File: config.mk
export PLATFORM = sky130hd
export DESIGN_NAME = bkm_host_bus_master_flat
export DESIGN_NICKNAME = d
export VERILOG_FILES = /design/src/rtl/bkm_host_bus_master_if.sv /design/src/rtl/bkm_host_bus_master.sv /design/src/flat_wrapper.sv
export SDC_FILE = /design/constraint.sdc
export NUM_CORES = 1
export LEC_CHECK = 0
export CAP_MARGIN = 25
export CORE_UTILIZATION = 53
export CTS_CLUSTER_SIZE = 40
export DETAILED_ROUTE_END_ITERATION = 10
export HOLD_SLACK_MARGIN = 0.05
export PLACE_DENSITY_LB_ADDON = 0.05
export SETUP_SLACK_MARGIN = 0.3
export SYNTH_ARGS = -nofsm -noshare
export SYNTH_HDL_FRONTEND = slang
export SYNTH_SLANG_ARGS = --single-unit
File: constraint.sdc
create_clock -name clk_50mhz_in -period 5.8 [get_ports clk_50mhz_in]
set_input_delay 1.16 -clock clk_50mhz_in [delete_from_list [all_inputs] [get_ports clk_50mhz_in]]
set_output_delay 1.16 -clock clk_50mhz_in [all_outputs]
set_load 0.05 [all_outputs]
File: src/rtl/bkm_host_bus_master_if.sv
// Bundle of the command, response, slot-bus and interrupt signals of the
// BKM-68X host bus master.
//   master : view used by bkm_host_bus_master (the monitor-side initiator)
//   slave  : view used by whatever sits on the other side (card model, bench)
// Signals:
//   cmd_valid/cmd_ready/cmd_rw/cmd_addr/cmd_wdata : command handshake
//   rsp_valid/rsp_rdata                           : completion pulse, read data
//   busreset_req                                  : request a slot bus reset
//   slot_x_int_x/clk_rw/ax_d/r_wx/reset_x         : slot bus control
//   ad_out/ad_oe/ad_in                            : slot bus data
//   irq_x/irq_pending/irq_rise                    : card interrupt
interface bkm_host_bus_master_if;
  logic       cmd_valid;
  logic       cmd_ready;
  logic       cmd_rw;
  logic [7:0] cmd_addr;
  logic [7:0] cmd_wdata;
  logic       rsp_valid;
  logic [7:0] rsp_rdata;
  logic       busreset_req;
  logic       slot_x_int_x;
  logic       clk_rw;
  logic       ax_d;
  logic       r_wx;
  logic       reset_x;
  logic [7:0] ad_out;
  logic       ad_oe;
  logic [7:0] ad_in;
  logic       irq_x;
  logic       irq_pending;
  logic       irq_rise;

  modport master (
    input  cmd_valid, cmd_rw, cmd_addr, cmd_wdata, busreset_req, ad_in, irq_x,
    output cmd_ready, rsp_valid, rsp_rdata, slot_x_int_x, clk_rw, ax_d, r_wx,
           reset_x, ad_out, ad_oe, irq_pending, irq_rise
  );

  modport slave (
    output cmd_valid, cmd_rw, cmd_addr, cmd_wdata, busreset_req, ad_in, irq_x,
    input  cmd_ready, rsp_valid, rsp_rdata, slot_x_int_x, clk_rw, ax_d, r_wx,
           reset_x, ad_out, ad_oe, irq_pending, irq_rise
  );
endinterface

File: src/rtl/bkm_host_bus_master.sv
// Monitor-side initiator for the BKM-68X option-slot bus. Turns single-byte
// read/write commands into an address phase followed by a data phase, each
// made of setup / strobe / hold intervals, generates the slot bus reset and
// synchronises the card interrupt line.
// Ports:
//   clk_50mhz_in : sole clock
//   reset_in     : synchronous, active-high
//   bus          : bkm_host_bus_master_if.master (command, response, slot bus, irq)
//
// state  | meaning
// IDLE   | bus idle, cmd_ready unless a bus reset is pending
// BRST   | reset_x low for RESET_CYCLES
// A_SET  | address driven, strobe high
// A_STB  | address driven, strobe low
// A_HLD  | address driven, strobe high again
// D_SET  | data phase setup
// D_STB  | data phase strobe; read data captured on the last cycle
// D_HLD  | data phase hold
// DONE   | bus released, rsp_valid pulse
module bkm_host_bus_master #(
  parameter int SETUP_CYCLES  = 2,
  parameter int STROBE_CYCLES = 4,
  parameter int HOLD_CYCLES   = 2,
  parameter int RESET_CYCLES  = 50
) (
  input  logic                          clk_50mhz_in,
  input  logic                          reset_in,
  bkm_host_bus_master_if.master         bus
);

  typedef enum logic [3:0] {
    S_IDLE, S_BRST, S_A_SET, S_A_STB, S_A_HLD, S_D_SET, S_D_STB, S_D_HLD, S_DONE
  } state_t;

  // Counter reload values: a state lasting N cycles starts at N-1 and leaves at 0.
  localparam logic [7:0] SET_LD = 8'(SETUP_CYCLES - 1);
  localparam logic [7:0] STB_LD = 8'(STROBE_CYCLES - 1);
  localparam logic [7:0] HLD_LD = 8'(HOLD_CYCLES - 1);
  localparam logic [7:0] RST_LD = 8'(RESET_CYCLES - 1);

  state_t     state_q, state_d;
  logic [7:0] cnt_q, cnt_d;
  logic       pend_q, pend_d;
  logic       rw_q, rw_d;
  logic [7:0] addr_q, addr_d;
  logic [7:0] wdata_q, wdata_d;
  logic [7:0] rdata_q, rdata_d;

  logic       slot_q, slot_d;
  logic       clk_rw_q, clk_rw_d;
  logic       axd_q, axd_d;
  logic       rwx_q, rwx_d;
  logic       rstx_q, rstx_d;
  logic [7:0] ad_out_q, ad_out_d;
  logic       ad_oe_q, ad_oe_d;
  logic       rsp_q, rsp_d;

  logic       irq_s1_q, irq_s2_q, irq_s3_q;

  logic       tc;
  logic       pend_any;

  assign tc       = (cnt_q == 8'd0);
  // A request arriving in the same cycle as a command must already win.
  assign pend_any = pend_q | bus.busreset_req;

  assign bus.cmd_ready = (state_q == S_IDLE) & ~pend_any & ~reset_in;

  // State and output registers
  always_ff @(posedge clk_50mhz_in) begin
    if (reset_in) begin
      state_q  <= S_IDLE;
      cnt_q    <= 8'd0;
      pend_q   <= 1'b0;
      rw_q     <= 1'b0;
      addr_q   <= 8'd0;
      wdata_q  <= 8'd0;
      rdata_q  <= 8'd0;
      slot_q   <= 1'b1;
      clk_rw_q <= 1'b1;
      axd_q    <= 1'b1;
      rwx_q    <= 1'b1;
      rstx_q   <= 1'b1;
      ad_out_q <= 8'd0;
      ad_oe_q  <= 1'b0;
      rsp_q    <= 1'b0;
      irq_s1_q <= 1'b1;
      irq_s2_q <= 1'b1;
      irq_s3_q <= 1'b1;
    end else begin
      state_q  <= state_d;
      cnt_q    <= cnt_d;
      pend_q   <= pend_d;
      rw_q     <= rw_d;
      addr_q   <= addr_d;
      wdata_q  <= wdata_d;
      rdata_q  <= rdata_d;
      slot_q   <= slot_d;
      clk_rw_q <= clk_rw_d;
      axd_q    <= axd_d;
      rwx_q    <= rwx_d;
      rstx_q   <= rstx_d;
      ad_out_q <= ad_out_d;
      ad_oe_q  <= ad_oe_d;
      rsp_q    <= rsp_d;
      irq_s1_q <= bus.irq_x;
      irq_s2_q <= irq_s1_q;
      irq_s3_q <= irq_s2_q;
    end
  end

  // Next-state logic
  always_comb begin
    state_d = state_q;
    cnt_d   = (cnt_q != 8'd0) ? cnt_q - 8'd1 : cnt_q;
    pend_d  = pend_any;
    rw_d    = rw_q;
    addr_d  = addr_q;
    wdata_d = wdata_q;
    rdata_d = rdata_q;
    unique case (state_q)
      S_IDLE: begin
        if (pend_any) begin
          state_d = S_BRST;
          cnt_d   = RST_LD;
        end else if (bus.cmd_valid) begin
          state_d = S_A_SET;
          cnt_d   = SET_LD;
          rw_d    = bus.cmd_rw;
          addr_d  = bus.cmd_addr;
          wdata_d = bus.cmd_wdata;
        end
      end
      S_BRST: begin
        if (tc) begin
          state_d = S_IDLE;
          pend_d  = bus.busreset_req;
        end
      end
      S_A_SET: if (tc) begin state_d = S_A_STB; cnt_d = STB_LD; end
      S_A_STB: if (tc) begin state_d = S_A_HLD; cnt_d = HLD_LD; end
      S_A_HLD: if (tc) begin state_d = S_D_SET; cnt_d = SET_LD; end
      S_D_SET: if (tc) begin state_d = S_D_STB; cnt_d = STB_LD; end
      S_D_STB: begin
        if (tc) begin
          state_d = S_D_HLD;
          cnt_d   = HLD_LD;
          if (rw_q) rdata_d = bus.ad_in;
        end
      end
      S_D_HLD: if (tc) state_d = S_DONE;
      S_DONE:  state_d = S_IDLE;
      default: state_d = S_IDLE;
    endcase
  end

  // Output logic: decoded from the next state so the bus pins come straight
  // from flops and line up with state_q.
  always_comb begin
    slot_d   = 1'b1;
    clk_rw_d = 1'b1;
    axd_d    = 1'b1;
    rwx_d    = 1'b1;
    rstx_d   = 1'b1;
    ad_out_d = 8'd0;
    ad_oe_d  = 1'b0;
    rsp_d    = 1'b0;
    unique case (state_d)
      S_BRST: rstx_d = 1'b0;
      S_A_SET, S_A_STB, S_A_HLD: begin
        slot_d   = 1'b0;
        axd_d    = 1'b1;
        rwx_d    = rw_d;
        ad_oe_d  = 1'b1;
        ad_out_d = addr_d;
        clk_rw_d = (state_d != S_A_STB);
      end
      S_D_SET, S_D_STB, S_D_HLD: begin
        slot_d   = 1'b0;
        axd_d    = 1'b0;
        rwx_d    = rw_d;
        ad_oe_d  = ~rw_d;
        ad_out_d = rw_d ? 8'd0 : wdata_d;
        clk_rw_d = (state_d != S_D_STB);
      end
      S_DONE:  rsp_d = 1'b1;
      default: ;
    endcase
  end

  assign bus.rsp_valid    = rsp_q;
  assign bus.rsp_rdata    = rdata_q;
  assign bus.slot_x_int_x = slot_q;
  assign bus.clk_rw       = clk_rw_q;
  assign bus.ax_d         = axd_q;
  assign bus.r_wx         = rwx_q;
  assign bus.reset_x      = rstx_q;
  assign bus.ad_out       = ad_out_q;
  assign bus.ad_oe        = ad_oe_q;
  // irq_x is active-low; s3 is s2 one cycle late, giving the rising pulse.
  assign bus.irq_pending  = ~irq_s2_q;
  assign bus.irq_rise     = ~irq_s2_q & irq_s3_q;

endmodule

File: src/flat_wrapper.sv
// flat-port wrapper written by rule: the top's interface ports become plain ports
module bkm_host_bus_master_flat 
#(
  parameter int SETUP_CYCLES  = 2,
  parameter int STROBE_CYCLES = 4,
  parameter int HOLD_CYCLES   = 2,
  parameter int RESET_CYCLES  = 50
)
  (clk_50mhz_in, reset_in, bus_cmd_valid, bus_cmd_rw, bus_cmd_addr, bus_cmd_wdata, bus_busreset_req, bus_ad_in, bus_irq_x, bus_cmd_ready, bus_rsp_valid, bus_rsp_rdata, bus_slot_x_int_x, bus_clk_rw, bus_ax_d, bus_r_wx, bus_reset_x, bus_ad_out, bus_ad_oe, bus_irq_pending, bus_irq_rise);
  bkm_host_bus_master_if bus_i ();
  input  logic clk_50mhz_in;
  input  logic reset_in;
  input wire logic [$bits(bus_i.cmd_valid)-1:0] bus_cmd_valid;
  input wire logic [$bits(bus_i.cmd_rw)-1:0] bus_cmd_rw;
  input wire logic [$bits(bus_i.cmd_addr)-1:0] bus_cmd_addr;
  input wire logic [$bits(bus_i.cmd_wdata)-1:0] bus_cmd_wdata;
  input wire logic [$bits(bus_i.busreset_req)-1:0] bus_busreset_req;
  input wire logic [$bits(bus_i.ad_in)-1:0] bus_ad_in;
  input wire logic [$bits(bus_i.irq_x)-1:0] bus_irq_x;
  output wire logic [$bits(bus_i.cmd_ready)-1:0] bus_cmd_ready;
  output wire logic [$bits(bus_i.rsp_valid)-1:0] bus_rsp_valid;
  output wire logic [$bits(bus_i.rsp_rdata)-1:0] bus_rsp_rdata;
  output wire logic [$bits(bus_i.slot_x_int_x)-1:0] bus_slot_x_int_x;
  output wire logic [$bits(bus_i.clk_rw)-1:0] bus_clk_rw;
  output wire logic [$bits(bus_i.ax_d)-1:0] bus_ax_d;
  output wire logic [$bits(bus_i.r_wx)-1:0] bus_r_wx;
  output wire logic [$bits(bus_i.reset_x)-1:0] bus_reset_x;
  output wire logic [$bits(bus_i.ad_out)-1:0] bus_ad_out;
  output wire logic [$bits(bus_i.ad_oe)-1:0] bus_ad_oe;
  output wire logic [$bits(bus_i.irq_pending)-1:0] bus_irq_pending;
  output wire logic [$bits(bus_i.irq_rise)-1:0] bus_irq_rise;
  assign bus_i.cmd_valid = bus_cmd_valid;
  assign bus_i.cmd_rw = bus_cmd_rw;
  assign bus_i.cmd_addr = bus_cmd_addr;
  assign bus_i.cmd_wdata = bus_cmd_wdata;
  assign bus_i.busreset_req = bus_busreset_req;
  assign bus_i.ad_in = bus_ad_in;
  assign bus_i.irq_x = bus_irq_x;
  assign bus_cmd_ready = bus_i.cmd_ready;
  assign bus_rsp_valid = bus_i.rsp_valid;
  assign bus_rsp_rdata = bus_i.rsp_rdata;
  assign bus_slot_x_int_x = bus_i.slot_x_int_x;
  assign bus_clk_rw = bus_i.clk_rw;
  assign bus_ax_d = bus_i.ax_d;
  assign bus_r_wx = bus_i.r_wx;
  assign bus_reset_x = bus_i.reset_x;
  assign bus_ad_out = bus_i.ad_out;
  assign bus_ad_oe = bus_i.ad_oe;
  assign bus_irq_pending = bus_i.irq_pending;
  assign bus_irq_rise = bus_i.irq_rise;
  bkm_host_bus_master #(.SETUP_CYCLES(SETUP_CYCLES), .STROBE_CYCLES(STROBE_CYCLES), .HOLD_CYCLES(HOLD_CYCLES), .RESET_CYCLES(RESET_CYCLES)) u_core (.clk_50mhz_in(clk_50mhz_in), .reset_in(reset_in), .bus(bus_i));
endmodule
* Word level (Yosys, flattened, before mapping)
Cells that the tools add are included.
** Operators by class
- Reductions and logical operators :: 10
- Divide/modulo/power cells :: 0
- $add $sub $neg :: 1
- Shifts and indexed selects :: 0
- Bitwise operators :: 9
- Eq/ne operators :: 17
- Multipliers :: 0
- $lt $le $gt $ge :: 0
- Multiplexer cells :: 35
** Operators with widths (number)
- $mux W8 :: 12
- $mux W4 :: 9
- $eq A4 B3 Y1 const B :: 8
- $pmux W4 S8 :: 1
- $pmux W8 S3 :: 1
- $eq A4 B2 Y1 const B :: 4
- $pmux W8 S2 :: 1
- $mux W1 :: 9
- $reduce_or A3 Y1 :: 3
- $eq A4 B1 Y1 const B :: 2
- $logic_not A8 Y1 :: 1
- $reduce_bool A8 Y1 :: 1
- $sub A8 B1 Y8 const B :: 1
- $reduce_or A6 Y1 :: 1
- $not A1 Y1 :: 5
- $eq A4 B4 Y1 const B :: 1
- $logic_not A4 Y1 :: 1
- $ne A4 B2 Y1 const B :: 1
- $ne A4 B3 Y1 const B :: 1
- $pmux W1 S2 :: 2
- $reduce_or A2 Y1 :: 2
- $and A1 B1 Y1 :: 3
- $reduce_and A3 Y1 :: 1
- $or A1 B1 Y1 :: 1
** Storage, ports and cells
- Latch bits :: 0
- Output and inout port bits :: 26
- Input port bits :: 30
- Memory bits (writable) :: 0
- Logic and storage cells :: 90
- Memories kept :: 0
- Memory bits (read-only) :: 0
- Flip-flop bits (word level) :: 56

* Longest topological paths before layout
- Depth in word-level cells :: 7
- Gate-level depth with buffers :: 9
- Gate-level depth less buffers :: 9

* Least setup slack after synthesis
OpenSTA, ideal clock, no wires.
- Kind :: in2out
- Start :: input port reset_in
- End :: output port bus_cmd_ready
- Path buffers :: 2
- Stages on the path :: 3
- Slack :: 2.408 ns
- Arrival :: 2.232 ns
- Cells stage by stage :: clkbuf_1 clkbuf_1 nor2_1
** Between the ends
- Cells in the longest elaborated chain, start to end :: 2
** RTL lines
- start, declared :: RTL line flat_wrapper.sv:12 : input logic reset_in;
- $not A1 Y1 :: RTL line bkm_host_bus_master.sv:67 : assign bus.cmd_ready = (state_q == S_IDLE) & ~pend_any & ~reset_in;
- $and A1 B1 Y1 :: RTL line bkm_host_bus_master.sv:67
- end, declared :: RTL line flat_wrapper.sv:20 : output wire logic [$bits(bus_i.cmd_ready)-1:0] bus_cmd_ready;
Every way passes these cells.

* Worst setup path in the final report
- Start :: input port bus_busreset_req
- End :: output port bus_cmd_ready
** Between the ends
- Cells in the longest elaborated chain, start to end :: 4
** RTL lines
- start, declared :: RTL line flat_wrapper.sv:17 : input wire logic [$bits(bus_i.busreset_req)-1:0] bus_busreset_req;
- $or A1 B1 Y1 :: RTL line bkm_host_bus_master.sv:65 : assign pend_any = pend_q | bus.busreset_req;
- $not A1 Y1 :: RTL line bkm_host_bus_master.sv:67
- $and A1 B1 Y1 (2 in a row) :: RTL line bkm_host_bus_master.sv:67
Every way passes these cells.

==> results list <==
- Worst max-slew margin expressed relative to the limit: 0.393
- Synthesized-area fraction occupied by ao, oa, aoi and oai cells: 0.134
- Number of standard cells in the final layout excluding fillers: 371
- Net count reported at finish: 350
* Root Driver: sky130_fd_sc_hd__clkbuf_8
* Hpwl dp: 3470 um
- The clock arrives with 0.00977 ns of skew.
* Number of gates resized after cts: 0
- Least-Margin Pin Slew: 0.910 ns
* Routability Congestion: 0.846
- The share of synthesized area in the top cell type comes to 0.464.
- The later pin in the worst-skew pair is clocked with a latency of 0.32 ns.
- CTS saw 56 sinks.
- After clock tree synthesis, the flow added hold-fix buffers numbering 0.
* Deepest level of the CTS H-tree: 2
- The largest single stage delay on the critical path is 0.83 ns.
- Mapped Area: 2410 um2
- After detailed placement, the design holds a cell count of 363.
- Clock transition at the register clock pins on the worst setup and hold paths after CTS: 0.10 ns
- Post-DR wirelength/cell: 13.7 um
* Post-synthesis register bit count: 56
- Once detail routing completed, the nets flagged for antenna violations numbered 0.
- Buffers inserted during clock tree synthesis total 5.
- After detailed routing, the number of vias per cell comes to 5.39.
- 0 antenna diodes ended up in the layout.
- For this run, the share of the core covered by cells in the final layout is 0.704.
- The run finished with clean final reports.
- Post-Synth Adder-Cell Area: 0.0104
- The signal on the critical path passes through clkdlybuf4s50_1, nor2_1, nand2_1, nor2_1, clkdlybuf4s50_1.
- The first detailed-routing pass ran for 9 iterations.
- Number of global-route vias before repair: 1887
- Entering global routing, the biggest net connects 43 pins.
- TritonCTS clock tree: done
- Setup slack on the worst reg-to-reg path comes out at 2.98 ns.
- Area share of and/or/nand/nor cells after synthesis: 0.267
- The worst register-to-register path ends at u_core.bus.ad_out[0].
- The worst hold path belongs to the class register to register.
- Ratio of cells with drive above 1 in the final layout: 0.107
- The floorplan step defined a die boundary enclosing 4830 um2.
* Fraction of the yosys area taken by sequential cells: 0.464
- Across the VDD grid, the largest voltage drop is 183 uV.
- The routed layout has 2000 vias.
- Of the total synthesized cell area, the portion taken by XOR and XNOR cells is 0.0109.
- Buffers added to address setup during post-CTS repair amount to 0.
- Measured in cells, the most critical reg-to-reg path has a length of 6.
- Setup repair after global routing left no endpoint under its margin.
- Relative to the synthesized area, the layout overhead comes to 26.9%.
- Post-synth net total: 299
- In this run the mean area of a mapped cell was 9.04 um2.
- I/O pin count: 56
* Placement row count: 24
- STA puts the critical path data arrival time at 2.85 ns.
- Hold path start: u_core.irq_s1_q
- Synthesis warning total: 0
- Number of max-cap violations: 0
* Final Hold Viols: 0
* Largest area contributor in the synthesized netlist: sky130_fd_sc_hd__dfxtp_1
- Sorting the synthesized cells by area gives the leading types as sky130_fd_sc_hd__dfxtp_1, sky130_fd_sc_hd__mux2i_1, sky130_fd_sc_hd__nor2_1.
- Clock Path Buffers: 2
* Post-route clock period utilization: 0.691
- Final WL: 5090 um
- Critical Path Source Type: input port
- Number of distinct library cell variants in the gate-level netlist after synthesis: 52
- In this run the horizontal extent of the chip is 69.5 um.
* Time the final worst path needs with I/O delays and setup: 4.01 ns
* Worst hold path cell count: 1
- Fin. max-slew vios: 0
- The portion of synthesized area spent on multiplexers is 0.0793.
- Initial antenna violation count: 0
* Core outline area: 4350 um2
- Summed over all cells, the static leakage comes to 1.14 nW.
- In this run the tool buffered the top-level ports with 55 buffer cells.
- Highest clock frequency the design can meet: 250 MHz
- DR DRC count: 0
- Hold endpoint: u_core.irq_s2_q
* Sum of negative setup slack: 0 ns
* CP Data Required Time: 4.64 ns
* Global-route usage over all layers: 0.224
* Die boundary height: 69.5 um
* Wire length of the first global-routing pass: 8670 um
* Category of the worst setup path capture point: output port
- Dividing total power by cell area gives a power density of 333 nW/um2.
- After technology mapping, the gate count stands at 267.
- Effective utilization at floorplan: 0.555
- Final global-route overflow total: 0
- The first routing iteration left 77 violations.
* Peak fanout along the critical path: 4
- Cell at the slowest stage of the critical path: sky130_fd_sc_hd__clkdlybuf4s50_1
- Main combinational cell family by area after synthesis: simple AND/OR/NAND/NOR gates
- Number of setup violations in the final report: 0
- The worst register-to-register path begins at u_core.state_q[2].
- By startpoint and endpoint, the worst setup path is classified as input port to output port.
==> power by group <==
| part | switching, W | total (W) | internal, W |
|---|---|---|---|
| logic | 0.000191 | 0.000339 | 0.000147 |
| registers | 0.0000433 | 0.000465 | 0.000422 |
| clock network | 0.000131 | 0.000217 | 0.0000860 |
| total | 0.000365 | 0.00102 | 0.000656 |
==> state kept, by name (all words and copies together) (netlist names) <==
name / count
u_core.bus.ad_out: 8
u_core.irq_s1_q: 1
u_core.addr_q: 8
u_core.bus.slot_x_int_x: 1
u_core.bus.reset_x: 1
u_core.bus.r_wx: 1
u_core.cnt_q: 8
u_core.bus.ax_d: 1
u_core.bus.ad_oe: 1
u_core.pend_q: 1
u_core.state_q: 4
u_core.irq_s3_q: 1
u_core.bus.clk_rw: 1
u_core.bus.rsp_rdata: 8
u_core.irq_s2_q: 1
u_core.bus.rsp_valid: 1
u_core.wdata_q: 8
u_core.rw_q: 1
==> cells in the mapped netlist, drive strengths merged <==
library cell,count
buf,5
a221oi,1
a21o,2
nand2b,2
a221o,1
xnor2,2
xor2,1
clkinv,1
nand4b,1
or2,12
a21oi,19
nand2,34
o21a,2
a22o,1
and3,3
o21bai,2
a31oi,1
nor4,6
o32ai,1
nor2,35
a211oi,2
a32o,1
nor3,2
o21ai,13
or4,2
dfxtp,56
nor3b,1
o31ai,2
nand3,3
ha,2
nand3b,1
or3,1
a22oi,2
nor4b,2
o211ai,2
nor2b,10
and2,2
and4,1
clkbuf,7
inv,4
mux2,1
mux2i,18
==> worst max-delay path, delay by kind of cell <==
kind / cells / cell delay [ns]
simple gates: 3 / 0.41
buf+inv: 2 / 1.28
==> worst max-delay path by stage <==
stage / startpoint / to / slack, ns / cells past startpoint
floorplan: reset_in / bus_cmd_ready / 2.41 / 3
global placement: reset_in / bus_cmd_ready / 1.82 / 4
detailed placement: bus_busreset_req / bus_cmd_ready / 1.81 / 5
CTS: bus_busreset_req / bus_cmd_ready / 1.80 / 5
global route: bus_busreset_req / bus_cmd_ready / 1.69 / 5
finish: bus_busreset_req / bus_cmd_ready / 1.79 / 5
==> logic make-up (layout without fill, tap and decap cells) <==
family | after synthesis | after routing
AO/OA/AOI/OAI | 52 | 52
XOR/XNOR | 3 | 3
adder cells (fa/ha/maj) | 2 | 2
buffers and inverters | 17 | 69
flip-flops | 56 | 56
multiplexers | 19 | 19
AND/OR/NAND/NOR | 118 | 118
==> stage by stage <==
step	total power, W	setup slack (ns)	cell area, um2	hold slack [ns]
floorplan	0.000720	2.41	2410	0.389
global placement	0.000806	1.82	2970	0.395
detailed placement	0.000808	1.81	2970	0.403
CTS	0.00103	1.80	3060	0.427
global route	0.00109	1.69	3060	0.456
finish	0.00102	1.79	3060	0.422
==> cells in the final DEF (no fill, tap or decap), types with 2 or more instances in the layout <==
cell	Yosys	layout
sky130_fd_sc_hd__a211oi_1	2	2
sky130_fd_sc_hd__a21o_1	2	2
sky130_fd_sc_hd__a21oi_1	19	19
sky130_fd_sc_hd__a22oi_1	2	2
sky130_fd_sc_hd__and3_1	2	2
sky130_fd_sc_hd__clkbuf_8	1	5
sky130_fd_sc_hd__clkdlybuf4s50_1	0	55
sky130_fd_sc_hd__dfxtp_1	56	56
sky130_fd_sc_hd__ha_1	2	2
sky130_fd_sc_hd__inv_1	4	4
sky130_fd_sc_hd__mux2i_1	18	18
sky130_fd_sc_hd__nand2_1	33	33
sky130_fd_sc_hd__nand2b_1	2	2
sky130_fd_sc_hd__nand3_1	3	3
sky130_fd_sc_hd__nor2_1	34	34
sky130_fd_sc_hd__nor2b_1	10	10
sky130_fd_sc_hd__nor4_1	4	4
sky130_fd_sc_hd__nor4_4	2	2
sky130_fd_sc_hd__o211ai_1	2	2
sky130_fd_sc_hd__o21a_1	2	2
sky130_fd_sc_hd__o21ai_0	12	12
sky130_fd_sc_hd__o21bai_1	2	2
sky130_fd_sc_hd__o31ai_1	2	2
sky130_fd_sc_hd__or2_2	12	12
sky130_fd_sc_hd__or4_1	2	2
sky130_fd_sc_hd__xnor2_1	2	2
==> cell type report <==
cell class	count	area, um2
tap	52	65.1
timing repair buffer	56	558
inverter	5	18.8
multi-input combinational	194	1210
sequential	56	1120
clock inverter	3	21.3
clock buffer	5	68.8
fill	385	1290
==> per-layer routing <==
layer | routed length, um | global-route usage
met1 | 2650 | 0.314
met5 | 0 | 0
met2 | 2060 | 0.328
met3 | 305 | 0.0669
met4 | 72 | 0.0748
Power figures use the tool's default switching activity.
